`src/rtl/rk2040_pkg.sv`:
```
// Shared definitions for the RK2040 interrupt front-end: default sizes and
// the request/service state encoding.
package rk2040_pkg;

    localparam int IRQ_WIDTH       = 24;
    localparam int IRQ_VEC_W       = 5;
    localparam int IRQ_SYNC_STAGES = 2;

    typedef enum logic [1:0] {
        IRQ_IDLE    = 2'd0,
        IRQ_REQ     = 2'd1,
        IRQ_SERVICE = 2'd2
    } irq_state_e;

endpackage

```
`src/rtl/rk2040_irq_ctrl_if.sv`:
```
// Request/acknowledge/done handshake between the interrupt front-end
// (master) and the RK2040 core (slave).
interface rk2040_irq_ctrl_if #(
    parameter int VEC_W = rk2040_pkg::IRQ_VEC_W
);

    logic             irq_req;
    logic [VEC_W-1:0] irq_vector;
    logic             in_service;
    logic             irq_ack;
    logic             irq_done;

    modport master (
        output irq_req,
        output irq_vector,
        output in_service,
        input  irq_ack,
        input  irq_done
    );

    modport slave (
        input  irq_req,
        input  irq_vector,
        input  in_service,
        output irq_ack,
        output irq_done
    );

endinterface

```
`src/rtl/rk2040_edge_sync.sv`:
```
// Per-line synchroniser and rising/falling edge detector with a post-reset
// warm-up window that hides edges against the cleared synchroniser state.
module rk2040_edge_sync
    import rk2040_pkg::*;
#(
    parameter int WIDTH       = IRQ_WIDTH,
    parameter int SYNC_STAGES = IRQ_SYNC_STAGES
) (
    input  logic             clk,
    input  logic             rst,
    input  logic [WIDTH-1:0] din,
    input  logic [WIDTH-1:0] edge_sel,
    output logic [WIDTH-1:0] edge_o
);

    localparam int WARM  = SYNC_STAGES + 1;
    localparam int CNT_W = $clog2(WARM + 1);

    logic [WIDTH-1:0] sync_q [SYNC_STAGES];
    logic [WIDTH-1:0] sync_d [SYNC_STAGES];
    logic [WIDTH-1:0] prev_q, prev_d;
    logic [CNT_W-1:0] warm_q, warm_d;
    logic             warm_done;
    logic [WIDTH-1:0] s, rise, fall;

    always_comb begin
        sync_d[0] = din;
        for (int k = 1; k < SYNC_STAGES; k++) begin
            sync_d[k] = sync_q[k-1];
        end
        s         = sync_q[SYNC_STAGES-1];
        prev_d    = s;
        warm_done = (warm_q == CNT_W'(WARM));
        warm_d    = warm_done ? warm_q : warm_q + 1'b1;
        rise      = ~prev_q & s;
        fall      = prev_q & ~s;
        // edge_sel = 1 picks the falling edge for that line
        edge_o    = warm_done ? ((edge_sel & fall) | (~edge_sel & rise)) : '0;
    end

    always_ff @(posedge clk) begin
        if (rst) begin
            for (int k = 0; k < SYNC_STAGES; k++) begin
                sync_q[k] <= '0;
            end
            prev_q <= '0;
            warm_q <= '0;
        end else begin
            for (int k = 0; k < SYNC_STAGES; k++) begin
                sync_q[k] <= sync_d[k];
            end
            prev_q <= prev_d;
            warm_q <= warm_d;
        end
    end

endmodule

```
`src/rtl/rk2040_irq_ctrl.sv`:
```
// Interrupt front-end: latches enabled edges as pending, picks the lowest
// enabled pending line and runs a non-nesting req/ack/done handshake.
module rk2040_irq_ctrl
    import rk2040_pkg::*;
#(
    parameter int WIDTH       = IRQ_WIDTH,
    parameter int SYNC_STAGES = IRQ_SYNC_STAGES,
    parameter int VEC_W       = IRQ_VEC_W
) (
    input  logic              clk,
    input  logic              rst,
    input  logic [WIDTH-1:0]  inputPort,
    input  logic [WIDTH-1:0]  irq_en,
    input  logic [WIDTH-1:0]  irq_edge_sel,
    output logic [WIDTH-1:0]  irq_pending,
    rk2040_irq_ctrl_if.master irq_bus
);

    logic [WIDTH-1:0] edge_pulse;
    logic [WIDTH-1:0] pending_q, pending_d;
    logic [WIDTH-1:0] active;
    logic [VEC_W-1:0] win;
    logic [VEC_W-1:0] vec_q;
    logic             req_q;
    logic             svc_q;
    irq_state_e       state_q;

    rk2040_edge_sync #(
        .WIDTH       (WIDTH),
        .SYNC_STAGES (SYNC_STAGES)
    ) u_edge_sync (
        .clk      (clk),
        .rst      (rst),
        .din      (inputPort),
        .edge_sel (irq_edge_sel),
        .edge_o   (edge_pulse)
    );

    // Fixed priority: the lowest enabled pending index wins.
    always_comb begin
        active = pending_q & irq_en;
        win    = '0;
        for (int i = WIDTH - 1; i >= 0; i--) begin
            if (active[i]) begin
                win = VEC_W'(i);
            end
        end
    end

    // A fresh edge on the line being acknowledged survives the clear.
    always_comb begin
        pending_d = pending_q;
        if (state_q == IRQ_REQ && irq_bus.irq_ack) begin
            for (int i = 0; i < WIDTH; i++) begin
                if (vec_q == VEC_W'(i)) begin
                    pending_d[i] = 1'b0;
                end
            end
        end
        pending_d = pending_d | (edge_pulse & irq_en);
    end

    always_ff @(posedge clk) begin
        if (rst) begin
            pending_q <= '0;
        end else begin
            pending_q <= pending_d;
        end
    end

    always_ff @(posedge clk) begin
        if (rst) begin
            state_q <= IRQ_IDLE;
            req_q   <= 1'b0;
            vec_q   <= '0;
            svc_q   <= 1'b0;
        end else begin
            case (state_q)
                IRQ_IDLE: begin
                    if (|active) begin
                        vec_q   <= win;
                        req_q   <= 1'b1;
                        state_q <= IRQ_REQ;
                    end
                end
                IRQ_REQ: begin
                    if (irq_bus.irq_ack) begin
                        req_q   <= 1'b0;
                        svc_q   <= 1'b1;
                        state_q <= IRQ_SERVICE;
                    end
                end
                IRQ_SERVICE: begin
                    if (irq_bus.irq_done) begin
                        svc_q   <= 1'b0;
                        state_q <= IRQ_IDLE;
                    end
                end
                default: begin
                    req_q   <= 1'b0;
                    svc_q   <= 1'b0;
                    state_q <= IRQ_IDLE;
                end
            endcase
        end
    end

    assign irq_pending        = pending_q;
    assign irq_bus.irq_req    = req_q;
    assign irq_bus.irq_vector = vec_q;
    assign irq_bus.in_service = svc_q;

endmodule
```
`src/flat_wrapper.sv`:
```
// flat-port wrapper written by rule: the top's interface ports become plain ports
module rk2040_irq_ctrl_flat import rk2040_pkg::*;
#(
    parameter int WIDTH       = IRQ_WIDTH,
    parameter int SYNC_STAGES = IRQ_SYNC_STAGES,
    parameter int VEC_W       = IRQ_VEC_W
)
  (clk, rst, inputPort, irq_en, irq_edge_sel, irq_pending, irq_bus_irq_req, irq_bus_irq_vector, irq_bus_in_service, irq_bus_irq_ack, irq_bus_irq_done);
  rk2040_irq_ctrl_if #(.VEC_W(VEC_W)) irq_bus_i ();
  input  logic clk;
  input  logic rst;
  input  logic [WIDTH-1:0] inputPort;
  input  logic [WIDTH-1:0] irq_en;
  input  logic [WIDTH-1:0] irq_edge_sel;
  output logic [WIDTH-1:0] irq_pending;
  output wire logic [$bits(irq_bus_i.irq_req)-1:0] irq_bus_irq_req;
  output wire logic [$bits(irq_bus_i.irq_vector)-1:0] irq_bus_irq_vector;
  output wire logic [$bits(irq_bus_i.in_service)-1:0] irq_bus_in_service;
  input wire logic [$bits(irq_bus_i.irq_ack)-1:0] irq_bus_irq_ack;
  input wire logic [$bits(irq_bus_i.irq_done)-1:0] irq_bus_irq_done;
  assign irq_bus_irq_req = irq_bus_i.irq_req;
  assign irq_bus_irq_vector = irq_bus_i.irq_vector;
  assign irq_bus_in_service = irq_bus_i.in_service;
  assign irq_bus_i.irq_ack = irq_bus_irq_ack;
  assign irq_bus_i.irq_done = irq_bus_irq_done;
  rk2040_irq_ctrl #(.WIDTH(WIDTH), .SYNC_STAGES(SYNC_STAGES), .VEC_W(VEC_W)) u_core (.clk(clk), .rst(rst), .inputPort(inputPort), .irq_en(irq_en), .irq_edge_sel(irq_edge_sel), .irq_pending(irq_pending), .irq_bus(irq_bus_i));
endmodule
```
`config.mk`:
```
export PLATFORM = sky130hd
export DESIGN_NAME = rk2040_irq_ctrl_flat
export DESIGN_NICKNAME = d
export VERILOG_FILES = /design/src/rtl/rk2040_pkg.sv /design/src/rtl/rk2040_irq_ctrl_if.sv /design/src/rtl/rk2040_edge_sync.sv /design/src/rtl/rk2040_irq_ctrl.sv /design/src/flat_wrapper.sv
export SDC_FILE = /design/constraint.sdc
export NUM_CORES = 1
export LEC_CHECK = 0
export CAP_MARGIN = 20
export CELL_PAD_IN_SITES_DETAIL_PLACEMENT = 0
export CELL_PAD_IN_SITES_GLOBAL_PLACEMENT = 1
export CORE_MARGIN = 8
export CORE_UTILIZATION = 33
export CTS_CLUSTER_SIZE = 8
export DETAILED_ROUTE_END_ITERATION = 12
export PLACE_DENSITY_LB_ADDON = 0.3
export RECOVER_POWER = 25
export SLEW_MARGIN = 20
export SYNTH_ARGS = -nofsm -noshare
export SYNTH_HDL_FRONTEND = slang
export SYNTH_SLANG_ARGS = --single-unit
```
`constraint.sdc`:
```
create_clock -name clk -period 1.8 [get_ports clk]
set_input_delay 0.36 -clock clk [delete_from_list [all_inputs] [get_ports clk]]
set_output_delay 0.36 -clock clk [all_outputs]
set_load 0.01 [all_outputs]
```
## After elaboration in Yosys (flattened, before gate mapping)

Memories as Yosys holds them, arrays and structs flattened.
Index checks and enable logic that the tools add are counted.

- Register bits after elaboration: 59
- RAM bits: 48
- Bits of input ports: 76
- Output and inout port bits: 31
- Memories: 1

- Add/subtract/negate cells: 1
- Equality and inequality tests: 29
- Mux-type cells: 65
- Bitwise operators: 15
- Reduce and logical (&&, ||, !) cells: 8

Memory list:

| name | words | width | read ports | clocked after Yosys merged registers in | wr ports | RTL line | text |
|---|---|---|---|---|---|---|---|
| u_core.u_edge_sync.sync_q | 2 | 24 | 2 | 0 | 2 | rk2040_edge_sync.sv:19 | `logic [WIDTH-1:0] sync_q [SYNC_STAGES];` |

Operator list:

| cell | number |
|---|---|
| 24-bit bitwise AND | 6 |
| 5-bit 2-to-1 mux | 24 |
| 24-bit 2-to-1 mux | 4 |
| 24-bit NOT | 3 |
| 24-bit bitwise OR | 2 |
| 5-bit by 4-bit equality test with 1-bit output (second input constant) | 8 |
| 5-bit equality test (second input constant) | 8 |
| 1-bit 2-to-1 mux | 31 |
| 24-bit OR reduction | 1 |
| 5-bit by 3-bit equality test with 1-bit output (second input constant) | 4 |
| 5-bit by 2-bit equality test with 1-bit output (second input constant) | 2 |
| 3-bit AND reduction | 3 |
| 2-bit 2-to-1 mux | 3 |
| 1-bit case mux with 3 select lines | 2 |
| 2-bit case mux with 3 select lines | 1 |
| 5-bit by 1-bit equality test with 1-bit output (second input constant) | 1 |
| 5-bit logical NOT | 1 |
| 2-bit equality test (second input constant) | 2 |
| 2-bit != test (second input constant) | 2 |
| 2-bit by 1-bit adder with 2-bit output (second input constant) | 1 |
| 2-bit by 1-bit equality test with 1-bit output (second input constant) | 1 |
| 2-bit logical NOT | 1 |
| 2-bit by 1-bit != test with 1-bit output (second input constant) | 1 |
| 1-bit NOT | 2 |
| other kinds (3) | 4 |

## Depth between registers and ports, before layout

- Depth after elaboration: 25
- Mapped depth: 7
- Gate-level depth less buffers: 6

## Cells and area by module

A second synthesis with hierarchy kept.

- Cell total of the unflattened synthesis: 453
- Area total of the unflattened synthesis: 4180.3 um2

Modules (own cells, without submodules):

| module | times used | cells each | area each (um2) |
|---|---|---|---|
| rk2040_edge_sync | 1 | 236 | 2523.7 |
| rk2040_irq_ctrl | 1 | 217 | 1656.6 |

## Worst setup path after synthesis

Ideal clock, no wire load.

- Kind: input port to flip-flop
- Start: input port irq_en[17]
- End: register u_core.vec_q[1], in the netlist u_core.irq_bus.irq_vector[1]
- Library setup time: 0.066 ns
- Arrival time: 1.641 ns
- Setup slack: 0.093 ns
- Stages on the path: 6
- Buffers on the path: 0
- Cell sequence: a22o_1 > a222oi_1 > a211oi_1 > o31a_1 > or3b_1 > a21oi_2

- Longest elaborated chain between the ends: 19

Ends and longest elaborated chain:

| item | RTL line | text |
|---|---|---|
| start: declaration | flat_wrapper.sv:13 | `input logic [WIDTH-1:0] irq_en;` |
| 24-bit bitwise AND (*) | rk2040_irq_ctrl.sv:41 | `active = pending_q & irq_en;` |
| 5-bit 2-to-1 mux (18 in a row) | rk2040_irq_ctrl.sv:44 | `if (active[i]) begin` |
| end signal: assignment | rk2040_irq_ctrl.sv:81 | `vec_q <= win;` |
| end: declaration | rk2040_irq_ctrl.sv:23 | `logic [VEC_W-1:0] vec_q;` |

Every way passes the cells marked *; elsewhere a longest branch is shown, timed or not.
A chain may end at the register's enable or synchronous reset.

## Worst setup path after layout

- Start: input port irq_en[21]
- End: register u_core.vec_q[1], in the netlist u_core.irq_bus.irq_vector[1]

- Longest elaborated chain between the ends: 23

Ends and longest elaborated chain:

| item | RTL line |
|---|---|
| 24-bit bitwise AND (*) | rk2040_irq_ctrl.sv:41 |
| 5-bit 2-to-1 mux (22 in a row) | rk2040_irq_ctrl.sv:44 |

Marked as above.

==> reports/metrics.yaml <==
detailed_place_hpwl_um: 9061
num_vias: 3731
power.internal_mw: 3.986
worst_hold_startpoint: "irq_en[19]"
timing.max_slew.rel_slack_pct: 78.27
hp-class: "in2reg"
r2r.worst_path.cells: 6
wirelength_um: 11780
remaining_drc_errors: 0
antenna-diode-count: 0
cts.clk_slew.worst_paths_ps: 70
power.static_leakage_nw: 2.403
die_area_um2: 16460
cell_type_with_the_largest_total_area_after_synthesis: "dfxtp_1"
clock_sinks: 107
count_of_flip_flops_with_a_built_in_enable_after_synthesis: 0
die_width_um: 128.3
period_needed_ps: 1791
unrepaired_setup_endpoints_after_global_routing: "yes"
design_power_total_mw: 5.137
cp.arrival_ps: 2080
number_of_instances_in_the_placed_design: 767
clock_power_share_pct: 41.1
drt_pre_antenna_iters: 4
post_synth.cell_area_avg_um2: 9.289
via_per_inst: 4.741
finClkSkew_ps: 5.260
r2r_setup_slack_ps: 20
rr_endpoint: "u_core.irq_bus.irq_vector[1]"
io-pin-count: 107
number_of_buffers_added_by_the_clock_tree_synthesis_step: 9
setup_viol: 0
pwr-share-seq_pct: 48.6
antenna_found_initial: 0
hold-worst-slack_ps: 385.0
yosys_cell_types: 44
hold_path_depth: 3
required_ps: 2090
start_util_pct: 33.38
post_synth_net_total: 525
maximum_vdd_drop_mv: 0.4539
first_pass_grt_wire_length_um: 18200
reported_max_cap_violation_count: 0
power_frac_comb_pct: 10.3
floorplan.core_area_um2: 12470
area_growth_syn_to_layout_pct: 51.38
design_area_um2: 6300
end_point_of_the_most_critical_hold_path: "u_core.irq_pending[19]"
report.final.hold_viol_count: 0
power_density_nw_per_um2: 815.4
routabilityCongestion: 0.8784
portBuffers: 106
postSynthCellCount: 448
synth_common_cells: "107 x dfxtp_1, 73 x nor2b_1, 43 x o21ai_0"
fmaxAchievable_ghz: 0.5584
grt_start_max_net_pins: 41
critical_path.endpoint_type: "register"
clock-root-buffer: "clkbuf_16"
post_route_cells_drive_above_1_share_pct: 16.42
worst_skew_pair.late_latency_ps: 340
route.detailed.wl_per_inst_um: 14.97
post_synth_instance_area_um2: 4161
synth_seq_area_share_pct: 51.47
std_cell_rows: 41
clock_tree.htree_level_count: 3
worst-setup-path-type: "in2reg"
grt_overflow_total: 0
worstPathMaxFanout: 2
ant_nets: 0
synth.ff_latch_count: 107
tritoncts: "built"
status: "finished clean"
final_cell_count_no_fill: 787
number_of_global_route_vias_before_repair: 3703
yosysMostFrequentCell: "dfxtp_1"
tightest_slew_ps: 326.0
power.share.switching_pct: 22.39
worst_r2r_startpoint: "u_core.irq_pending[17]"
switching_power_total_mw: 1.150
final_net_count: 687
placed_area_um2: 5814
async_flop_share_pct: 0
setup_tns_ps: 0
max-clock-path-buffers: 2
ys_top_cells_by_area: "dfxtp_1 51%, nor2b_1 11%, o21ai_0 5.2%"
ys_dominant_reg_cell: "dfxtp_1"
groute.usage.overall_pct: 14.20
drt_first_iter_violations: 192
die-height_um: 128.3
post-route-period-util_pct: 99.49
timing_max_transition_violations_final: 0
post-synth-top-area-fraction_pct: 51.47
cp-start-kind: "input pin"
ys_warn_count: 0
## final cells by class
class / instances / area [um2]
clock buffers: 10 / 229.0
clock inverters: 6 / 88.84
fillers: 1180 / 6166
inverters: 2 / 7.507
multi-input cells: 321 / 2026
flip-flops and latches: 107 / 2145
well taps: 172 / 215.2
repair buffers: 169 / 1589
## kinds of logic after synthesis
| logic type | synth area share (%) |
|---|---|
| AOI/OAI and AO/OA | 17.80 |
| xor gates and xnor gates | 0.2105 |
| adders and majority gates | 0.3006 |
| buffers and inverters | 2.315 |
| DFF | 51.47 |
| muxes | 0.2405 |
| and+or+nand+nor | 27.66 |
## worst max-delay path, cell delays in order
cell	delay (ps)
clkdlybuf4s50_1	420
a22o_1	240
o2111ai_1	230
a211oi_1	110
o31a_1	250
or3b_1	360
a21oi_2	110
## what timing repair did
item                       CTS  global route
buffers inserted             1             3
hold buffers                 0             0
setup endpoints to repair    3             4
pin swaps                    7            12
gates resized for setup      7            25
## layout by cell type, fill, tap and decap left out, types with 6 or more instances in the layout
cell	n
dfxtp_1	105
clkdlybuf4s50_1	83
nor2b_1	72
buf_4	61
o21ai_0	42
a21oi_1	32
nand3_1	27
nand3b_1	25
nand2_1	24
nand2b_1	23
nor2_1	13
dlygate4sd3_1	11
clkbuf_16	9
dlymetal6s2s_1	9
o21ai_1	7
a22oi_2	6
## metal layers
metal	global-route usage, %	wire length (um)	up-vias
li1	-	-	1906
met1	16.26	5098	1702
met2	24.20	5709	102
met3	2.829	585	21
met4	7.972	389	0
met5	0	0	-
## registers in the layout (all words and copies together) (netlist names)
register / flops
u_core.u_edge_sync.sync_q: 48
u_core.u_edge_sync.prev_q: 24
u_core.irq_bus.irq_req: 1
u_core.u_edge_sync.warm_q: 2
u_core.state_q: 2
u_core.irq_pending: 24
u_core.irq_bus.irq_vector: 5
u_core.irq_bus.in_service: 1
## power groups by stage
stage	registers [mW]	clock network, mW	logic, mW
6_report	2.50	2.11	0.529
4_1_cts	2.49	2.17	0.534
3_3_place_gp	2.55	0	0.519
5_1_grt	2.51	2.26	0.574
2_1_floorplan	2.55	0	0.196
3_5_place_dp	2.55	0	0.529
## worst max path at each step
stage                                 startpoint                           end  slack [ps]  cells after the start
after global routing      u_core.irq_pending[17]  u_core.irq_bus.irq_vector[1]         -90                      6
after floorplan                       irq_en[17]  u_core.irq_bus.irq_vector[1]          90                      6
after CTS                             irq_en[15]  u_core.irq_bus.irq_vector[1]           3                      7
after global placement                irq_en[17]  u_core.irq_bus.irq_vector[1]        -470                      7
after detailed placement              irq_en[17]  u_core.irq_bus.irq_vector[1]        -470                      7
final                                 irq_en[21]  u_core.irq_bus.irq_vector[1]           9                      7
## metrics by stage
stage	worst slack, ps	util, %
final	9.147	50.54
after global routing	-93.76	50.54
after CTS	2.601	49.39
after detailed placement	-469.7	46.64
after global placement	-471.2	46.64
after floorplan	93.25	-
Power figures use the tool's default switching activity.
